### config.mk
export PLATFORM = sky130hd
export DESIGN_NAME = rsa_stream_ctrl
export DESIGN_NICKNAME = d
export VERILOG_FILES = /design/src/rtl/rsa_stream_ctrl.sv
export SDC_FILE = /design/constraint.sdc
export NUM_CORES = 1
export LEC_CHECK = 0
export CORE_MARGIN = 5
export CORE_UTILIZATION = 33
export DETAILED_ROUTE_END_ITERATION = 7
export GPL_TIMING_DRIVEN = 0
export SLEW_MARGIN = 25
export SYNTH_ARGS = -nofsm -noshare
export SYNTH_HDL_FRONTEND = slang
export SYNTH_SLANG_ARGS = --single-unit
### constraint.sdc
create_clock -name clk -period 6.8 [get_ports clk]
set_input_delay 2.04 -clock clk [delete_from_list [all_inputs] [get_ports clk]]
set_output_delay 2.04 -clock clk [all_outputs]
set_load 0.01 [all_outputs]
### src/rtl/rsa_stream_ctrl.sv
// Byte-stream front end for an RSA core: loads N, E and M (96 bytes), starts the
// core, waits for completion and streams the 32-byte result back out.
module rsa_stream_ctrl #(
   parameter logic [23:0] TIMEOUT = 24'hFFFFFF
) (
   input  logic       clk,
   input  logic       reset,
   input  logic [7:0] rx_data,
   input  logic       rx_valid,
   output logic       rx_ready,
   output logic [7:0] tx_data,
   output logic       tx_valid,
   input  logic       tx_ready,
   output logic       core_we,
   output logic       core_oe,
   output logic       core_start,
   output logic [1:0] core_reg_sel,
   output logic [4:0] core_addr,
   output logic [7:0] core_wdata,
   input  logic [7:0] core_rdata,
   input  logic       core_ready,
   output logic       busy,
   output logic       timeout_err
);

   typedef enum logic [2:0] {
      ST_LOAD, ST_START, ST_WAIT, ST_READ, ST_CAPT, ST_SEND
   } state_t;

   // Every output lives in one registered bundle so the next-state logic can
   // compute them all next to the state decision.
   typedef struct packed {
      logic       rx_ready;
      logic [7:0] tx_data;
      logic       tx_valid;
      logic       core_we;
      logic       core_oe;
      logic       core_start;
      logic [1:0] core_reg_sel;
      logic [4:0] core_addr;
      logic [7:0] core_wdata;
      logic       busy;
      logic       timeout_err;
   } out_t;

   state_t      state, state_n;
   logic [6:0]  cnt, cnt_n;
   logic [4:0]  ridx, ridx_n;
   logic [23:0] wcnt, wcnt_n;
   out_t        o, o_n;
   logic        accept;

   assign accept = rx_valid & o.rx_ready;

   always_ff @(posedge clk or posedge reset) begin
      if (reset) begin
         state <= ST_LOAD;
         cnt   <= '0;
         ridx  <= '0;
         wcnt  <= '0;
         o     <= '0;
      end else begin
         state <= state_n;
         cnt   <= cnt_n;
         ridx  <= ridx_n;
         wcnt  <= wcnt_n;
         o     <= o_n;
      end
   end

   always_comb begin
      state_n         = state;
      cnt_n           = cnt;
      ridx_n          = ridx;
      wcnt_n          = wcnt;
      o_n             = o;
      o_n.core_we     = 1'b0;
      o_n.core_oe     = 1'b0;
      o_n.core_start  = 1'b0;
      case (state)
         ST_LOAD: begin
            if (accept) begin
               o_n.core_we      = 1'b1;
               o_n.core_wdata   = rx_data;
               o_n.core_reg_sel = cnt[6:5];
               o_n.core_addr    = cnt[4:0];
               o_n.timeout_err  = 1'b0;
               cnt_n            = cnt + 7'd1;
               if (cnt == 7'd95) state_n = ST_START;
            end
         end
         ST_START: begin
            o_n.core_start = 1'b1;
            wcnt_n         = '0;
            state_n        = ST_WAIT;
         end
         ST_WAIT: begin
            // The first WAIT cycle is skipped: core_ready may still show the
            // pre-start idle level while the start pulse is being seen.
            if (wcnt != 24'd0 && core_ready) begin
               state_n = ST_READ;
            end else if (wcnt == TIMEOUT - 24'd1) begin
               o_n.timeout_err = 1'b1;
               cnt_n           = '0;
               state_n         = ST_LOAD;
            end else begin
               wcnt_n = wcnt + 24'd1;
            end
         end
         ST_READ: state_n = ST_CAPT;
         ST_CAPT: begin
            o_n.tx_data  = core_rdata;
            o_n.tx_valid = 1'b1;
            state_n      = ST_SEND;
         end
         ST_SEND: begin
            if (tx_ready) begin
               o_n.tx_valid = 1'b0;
               ridx_n       = ridx + 5'd1;
               if (ridx == 5'd31) begin
                  cnt_n   = '0;
                  state_n = ST_LOAD;
               end else begin
                  state_n = ST_READ;
               end
            end
         end
         default: state_n = ST_LOAD;
      endcase
      o_n.rx_ready = (state_n == ST_LOAD);
      o_n.busy     = (state_n != ST_LOAD);
      if (state_n == ST_READ) begin
         o_n.core_oe      = 1'b1;
         o_n.core_reg_sel = 2'd3;
         o_n.core_addr    = ridx_n;
      end
   end

   assign rx_ready     = o.rx_ready;
   assign tx_data      = o.tx_data;
   assign tx_valid     = o.tx_valid;
   assign core_we      = o.core_we;
   assign core_oe      = o.core_oe;
   assign core_start   = o.core_start;
   assign core_reg_sel = o.core_reg_sel;
   assign core_addr    = o.core_addr;
   assign core_wdata   = o.core_wdata;
   assign busy         = o.busy;
   assign timeout_err  = o.timeout_err;

endmodule

### Word level (Yosys, flattened, before mapping)

Cells that the tools add are included.

* register bits: 69
* bits of input ports: 21
* output and inout bits: 30
* word-level logic and storage cells: 82

* add/sub/neg operators: 3
* equality and inequality tests: 15
* multiplexer cells: 31
* bitwise operators: 1
* reduce and logical (&&, ||, !) cells: 17

Operators by type and width (count)
* $mux W24: 2
* $pmux W24 S2: 1
* $mux W7: 6
* $mux W15: 2
* $add A24 B1 Y24 const B: 1
* $eq A24 B24 Y1 const B: 1
* $reduce_bool A24 Y1: 1
* $pmux W7 S3: 1
* $pmux W3 S6: 1
* $mux W3: 5
* $ne A2 B2 Y1 const B: 6
* $mux W5: 2
* $reduce_bool A2 Y1: 5
* $eq A3 B2 Y1 const B: 3
* $mux W1: 8
* $add A7 B1 Y7 const B: 1
* $eq A7 B7 Y1 const B: 1
* $eq A3 B3 Y1 const B: 2
* $logic_not A3 Y1: 2
* $reduce_and A2 Y1: 3
* $reduce_and A6 Y1: 1
* $reduce_bool A3 Y1: 2
* $add A5 B1 Y5 const B: 1
* $eq A5 B5 Y1 const B: 1
* 7 further kinds: 8

### Longest topological paths before layout

* depth in word-level cells: 7
* depth in mapped cells: 10
* mapped depth without buffers: 8

### Least setup slack after synthesis

No wires, ideal clock.

* path type: input-to-reg
* start: input port rx_valid
* end: register o (netlist bit core_addr[2])
* setup time: 0.090 ns
* arrival time: 3.269 ns
* data required time: 6.710 ns
* slack: 3.440 ns
* stages on the path: 8
* path buffers: 3
* cell sequence: nand2_1 -> or4_1 -> clkbuf_1 -> inv_1 -> buf_2 -> buf_1 -> nand2_1 -> o221ai_1

* longest elaborated chain between the ends: 6
* elaborated cells between the ends (all ways): 8
* those cells by class: eq/ne (1); mux (3); bitwise (1); reduce/logical (3)

RTL lines
* start, declared: line 9 `input logic rx_valid,`
* $and A1 B1 Y1 (*): line 53 `assign accept = rx_valid & o.rx_ready;`
* $mux W3: line 82 `if (accept) begin`
* $pmux W3 S6: line 80 `case (state)`
* $eq A3 B2 Y1: line 132 `if (state_n == ST_READ) begin`
* $reduce_bool A2 Y1 (no line)
* $reduce_and A2 Y1 (no line)
* end signal, assigned: line 67 `o <= o_n;`
* end, declared: line 50 `out_t o, o_n;`

Mark *: on every way between the ends. The rest lies on a longest branch, timed or not.
A chain may end at the register's enable or synchronous reset.

### Worst setup path in the final report

* start: input port core_ready
* end: register wcnt[21]

* longest elaborated chain between the ends: 3

RTL lines
* start, declared: line 21 `input logic core_ready,`
* $logic_and A1 B1 Y1: line 100 `if (wcnt != 24'd0 && core_ready) begin`
* $ne A2 B2 Y1 (no line)
* $reduce_and A3 Y1 (no line)
* end signal, assigned: line 66 `wcnt <= wcnt_n;`
* end, declared: line 49 `logic [23:0] wcnt, wcnt_n;`

Every way passes these cells.

==> results.md <==
- The run finished with clean final reports.
- The xor and xnor area share after synthesis is 0.749%.
- The initial detailed-routing violation count is 209.
- The die is between 100 and 150 um wide.
- The number of filler cells placed in the layout is roughly 1000.
- The placeable core region is 10400 sq um.
- The count of buffers from port buffering is 50.
- The share of the synthesized area in compound gates (AO/OA/AOI/OAI) is 14.4%.
- The simple-gate share of the synthesized area is about a quarter.
- The floorplan step defined a die boundary enclosing 12800 sq um.
- The arithmetic-cell share of the synthesized area counting full adders, half adders and majority gates is 2.14%.
- The wire-length estimate of the detail-placed layout is 6.43 mm.
- The post-route non-filler standard cell count is 578.
- The global-route wire length before repair is around 15 mm.
- For this design the static power due to leakage is 1.89 nW.
- The synthesized netlist contains 49 unique library cells.
- Static timing analysis puts the maximum clock frequency at 258 MHz.
- The number of antenna violations at the first check in global routing is 0.
- In the synthesized netlist, the cells that appear most often are sky130_fd_sc_hd__dfrtp_1 (69), sky130_fd_sc_hd__nand2_1 (59), sky130_fd_sc_hd__inv_1 (22).
- The total negative slack for setup checks is 0 ns.
- The worst setup path is captured at a flip-flop.
- The completed layout was analyzed and its total power is approximately 0.0016 W.
- The power dissipated by switching net loads is between 0.0006 and 0.0007 W.
- Max-cap violations in this run came to 0.
- The cell type with the largest total area after synthesis is sky130_fd_sc_hd__dfrtp_1.
- The remaining design rule violation count is 0.
- The net count of the finished layout is 464.
- The multiplexer share of the synthesized area is 4.92%.
- The number of buffers inserted by hold repair at cts is 0.
- The worst endpoint data arrival time is ~4.1 ns.
- The floorplan die height is 113 um.
- The via count is 3118.
- The number of nets in the synthesized netlist is 402.
- For the final database, setup skew stands at about 0.0088 ns.
- The number of buffers added by the clock tree synthesis step is 9.
- The class of the most critical hold timing path is reg -> reg.
- In the synthesized netlist, the number of instances is 375.
- Of the total power, registers draw 35.6%.
- The register area share after synthesis is 49.2%.
- Of the cells placed in the final design, the portion with a size suffix greater than 1 is 8.37%.
- The highest fanout seen on the critical path is 10.
- Power spread over the standard cell area amounts to 371 nW/um^2.
- Global routing finished with a remaining overflow of 0.
- The clock passes through at most 2 buffers.
- The count of H-tree levels built during CTS is 3.
- Gates resized during post-CTS repair numbered 0.
- The portion of total power attributed to the clock network is 23.9%.
- Yosys attributes the largest share of cell area to sky130_fd_sc_hd__dfrtp_1 (49%), sky130_fd_sc_hd__nand2_1 (6.3%), sky130_fd_sc_hd__mux2_2 (3.2%), sky130_fd_sc_hd__o31ai_1 (3.0%), sky130_fd_sc_hd__or4_1 (3.0%).
- The post-placement cell count is 562.
- The area growth from synthesis to layout is 26.3%.
- Clock-pin slew was measured on the worst setup and hold paths at ~0.08 ns.
- In this run, synthesis produced a sequential element count of 69.
- The slew at the pin with the worst max-slew slack is about 1.1 ns.
- The number of global-route vias before repair came to roughly 3100.
- TritonCTS built the clock tree.
- The largest family of logic cells by synthesized area is simple AND/OR/NAND/NOR gates.
- In the global route stage, overall resource usage came out at 14.7%.
- Entering global routing, the biggest net connects 41 pins.
- In this run the mean area of a mapped cell was 9.36 sq um.
- Of the total power, the share spent switching nets is 37.6%.
- The mean routed wirelength per cell is 15.7 um.
- Setup repair after global routing left no endpoint under its margin.
- Setup violations remaining at the end of the flow were counted as 0.
- In this run, synthesis inferred 0 flip-flops with an integrated enable.
- At the end of routability-driven placement, the weighted congestion stood at 0.892.
- The number of endpoints with negative hold slack in the final report is 0.
- The iteration count of the initial detailed-routing pass is 5.
- In this run the post-CTS setup repair buffer count came out at 0.
- The number of antenna diodes in the final layout is 0.
- OpenSTA, run right after detailed placement, puts the worst setup slack at 2.62 ns.
- The master cell of the clock root buffer is sky130_fd_sc_hd__clkbuf_8.
- The antenna violation net count after detailed routing is 0.
- For this run, the number of Yosys warnings is 0.
- The setup slack of the critical path after layout is between 2 and 3 ns.
- The combined area of all synthesized cells is 3510 sq um.
- The detailed-route vias per instance is 5.39.
- The relative slew slack is 27.9%.
- The category of the critical setup timing path is in -> reg.
- The clock net in this run drives a total of between 60 and 70 sinks.
- The register-to-register path setup slack is 4.17 ns.
- IR analysis of the VDD net gives a maximum drop of 175 uV.
- At the worst endpoint, the required time is between 7 and 8 ns.
- In the post-synthesis netlist, the cell with the most instances is sky130_fd_sc_hd__dfrtp_1.
- The starting utilization of the core area is 33.8%.
- The internal power contribution is 0.00103 W.
- The launching element type of the critical path is a primary input.
- The clock period minus final worst setup slack is 3.87 ns.
- For this block, the routed nets add up to about 9.1 mm of wire.
- The floorplan has 37 rows.
- At the later pin of the worst-skew pair, clock insertion delay measures 0.35 ns.
- The final cycle utilization of the critical path is 56.9%.
- The I/O pin total is 51.
- The top-area cell type share of the netlist area is around 50%.
- Combinational logic is responsible for 40.5% of the overall power.
- The worst hold margin is 0.479 ns.
- The max-slew violation count came to 0.
- The fraction of registers with async set/reset is 100%.
- The dominant synthesized flop cell is sky130_fd_sc_hd__dfrtp_1.
==> registers in the layout, indices dropped and copies added (netlist names) <==
register / flops
core_we: 1
state: 3
core_wdata: 8
timeout_err: 1
core_addr: 5
tx_data: 8
cnt: 7
ridx: 5
busy: 1
core_reg_sel: 2
core_start: 1
wcnt: 24
tx_valid: 1
rx_ready: 1
core_oe: 1
==> logic make-up after synthesis <==
family          Yosys count
flops                    69
buf+inv                  43
compound gates           76
simple gates            162
mux                      16
xor+xnor                  3
fa+ha+maj                 6
==> power by group through the flow <==
stage	sequential [W]	clock, W	combinational, W
global placement	0.000589	0	0.000660
finish	0.000586	0.000393	0.000667
floorplan	0.000619	0	0.000350
global route	0.000602	0.000423	0.000741
detailed placement	0.000594	0	0.000667
CTS	0.000586	0.000405	0.000671
==> stage by stage <==
step                      area [sq um]  utilization (%)
final                             4430             42.8
after global routing              4430             42.8
after CTS                         4430             42.8
after detailed placement          4200             40.5
after global placement            4180             40.3
after floorplan                   3510                -
==> metal layers <==
layer | wire length (um) | global-route usage, %
met2 | 4280 | 23.5
met1 | 4200 | 19.4
met5 | 0 | 0
met3 | 424 | 2.57
met4 | 180 | 6.57
==> placed cells by master, fill, tap and decap left out, types with 4 or more instances in the layout <==
cell	netlist	final
sky130_fd_sc_hd__nor3_1	9	9
sky130_fd_sc_hd__nand2_1	59	59
sky130_fd_sc_hd__o21ai_0	14	14
sky130_fd_sc_hd__buf_2	5	5
sky130_fd_sc_hd__inv_1	22	21
sky130_fd_sc_hd__dfrtp_1	69	69
sky130_fd_sc_hd__and4_1	4	4
sky130_fd_sc_hd__nor4_1	6	6
sky130_fd_sc_hd__clkbuf_1	13	13
sky130_fd_sc_hd__nand3b_1	4	4
sky130_fd_sc_hd__a21oi_1	18	18
sky130_fd_sc_hd__o221ai_1	4	4
sky130_fd_sc_hd__or4_1	14	14
sky130_fd_sc_hd__o211ai_1	6	6
sky130_fd_sc_hd__clkdlybuf4s50_1	0	50
sky130_fd_sc_hd__clkbuf_8	0	10
sky130_fd_sc_hd__and3_1	6	6
sky130_fd_sc_hd__nor2_1	19	19
sky130_fd_sc_hd__mux2i_1	6	6
sky130_fd_sc_hd__o31ai_1	14	14
sky130_fd_sc_hd__nand4_1	8	8
sky130_fd_sc_hd__ha_1	6	6
sky130_fd_sc_hd__nand3_1	17	17
sky130_fd_sc_hd__mux2_2	10	10
==> worst max-delay path, cell delays in order <==
cell	delay [ns]
sky130_fd_sc_hd__clkdlybuf4s50_1	0.50
sky130_fd_sc_hd__o21a_1	0.30
sky130_fd_sc_hd__clkbuf_1	0.46
sky130_fd_sc_hd__buf_1	0.49
sky130_fd_sc_hd__o21ai_0	0.19
sky130_fd_sc_hd__a21oi_1	0.15
==> layout make-up <==
cell class | instances | area (sq um) | share of cell area (%)
Clock inverter | 6 | 93.8 | 2.12
Sequential cell | 69 | 1730 | 38.9
Timing Repair Buffer | 51 | 520 | 11.7
Buffer | 21 | 85.1 | 1.92
Inverter | 22 | 85.1 | 1.92
Multi-Input combinational cell | 263 | 1620 | 36.4
Tap cell | 136 | 170 | 3.84
Clock buffer | 10 | 138 | 3.10
==> path summary, 6_finish.rpt <==
check	startpoint	end	cells after the start
setup / recovery	core_ready	wcnt[21]	6
hold / removal	core_wdata[7]	core_wdata[7]	2
setup reg to reg	wcnt[0]	wcnt[4]	9
hold reg to reg	core_wdata[7]	core_wdata[7]	2
max in group asynchronous	reset	wcnt[21]	3
min in group asynchronous	reset	tx_data[0]	2
Power figures use the tool's default switching activity.
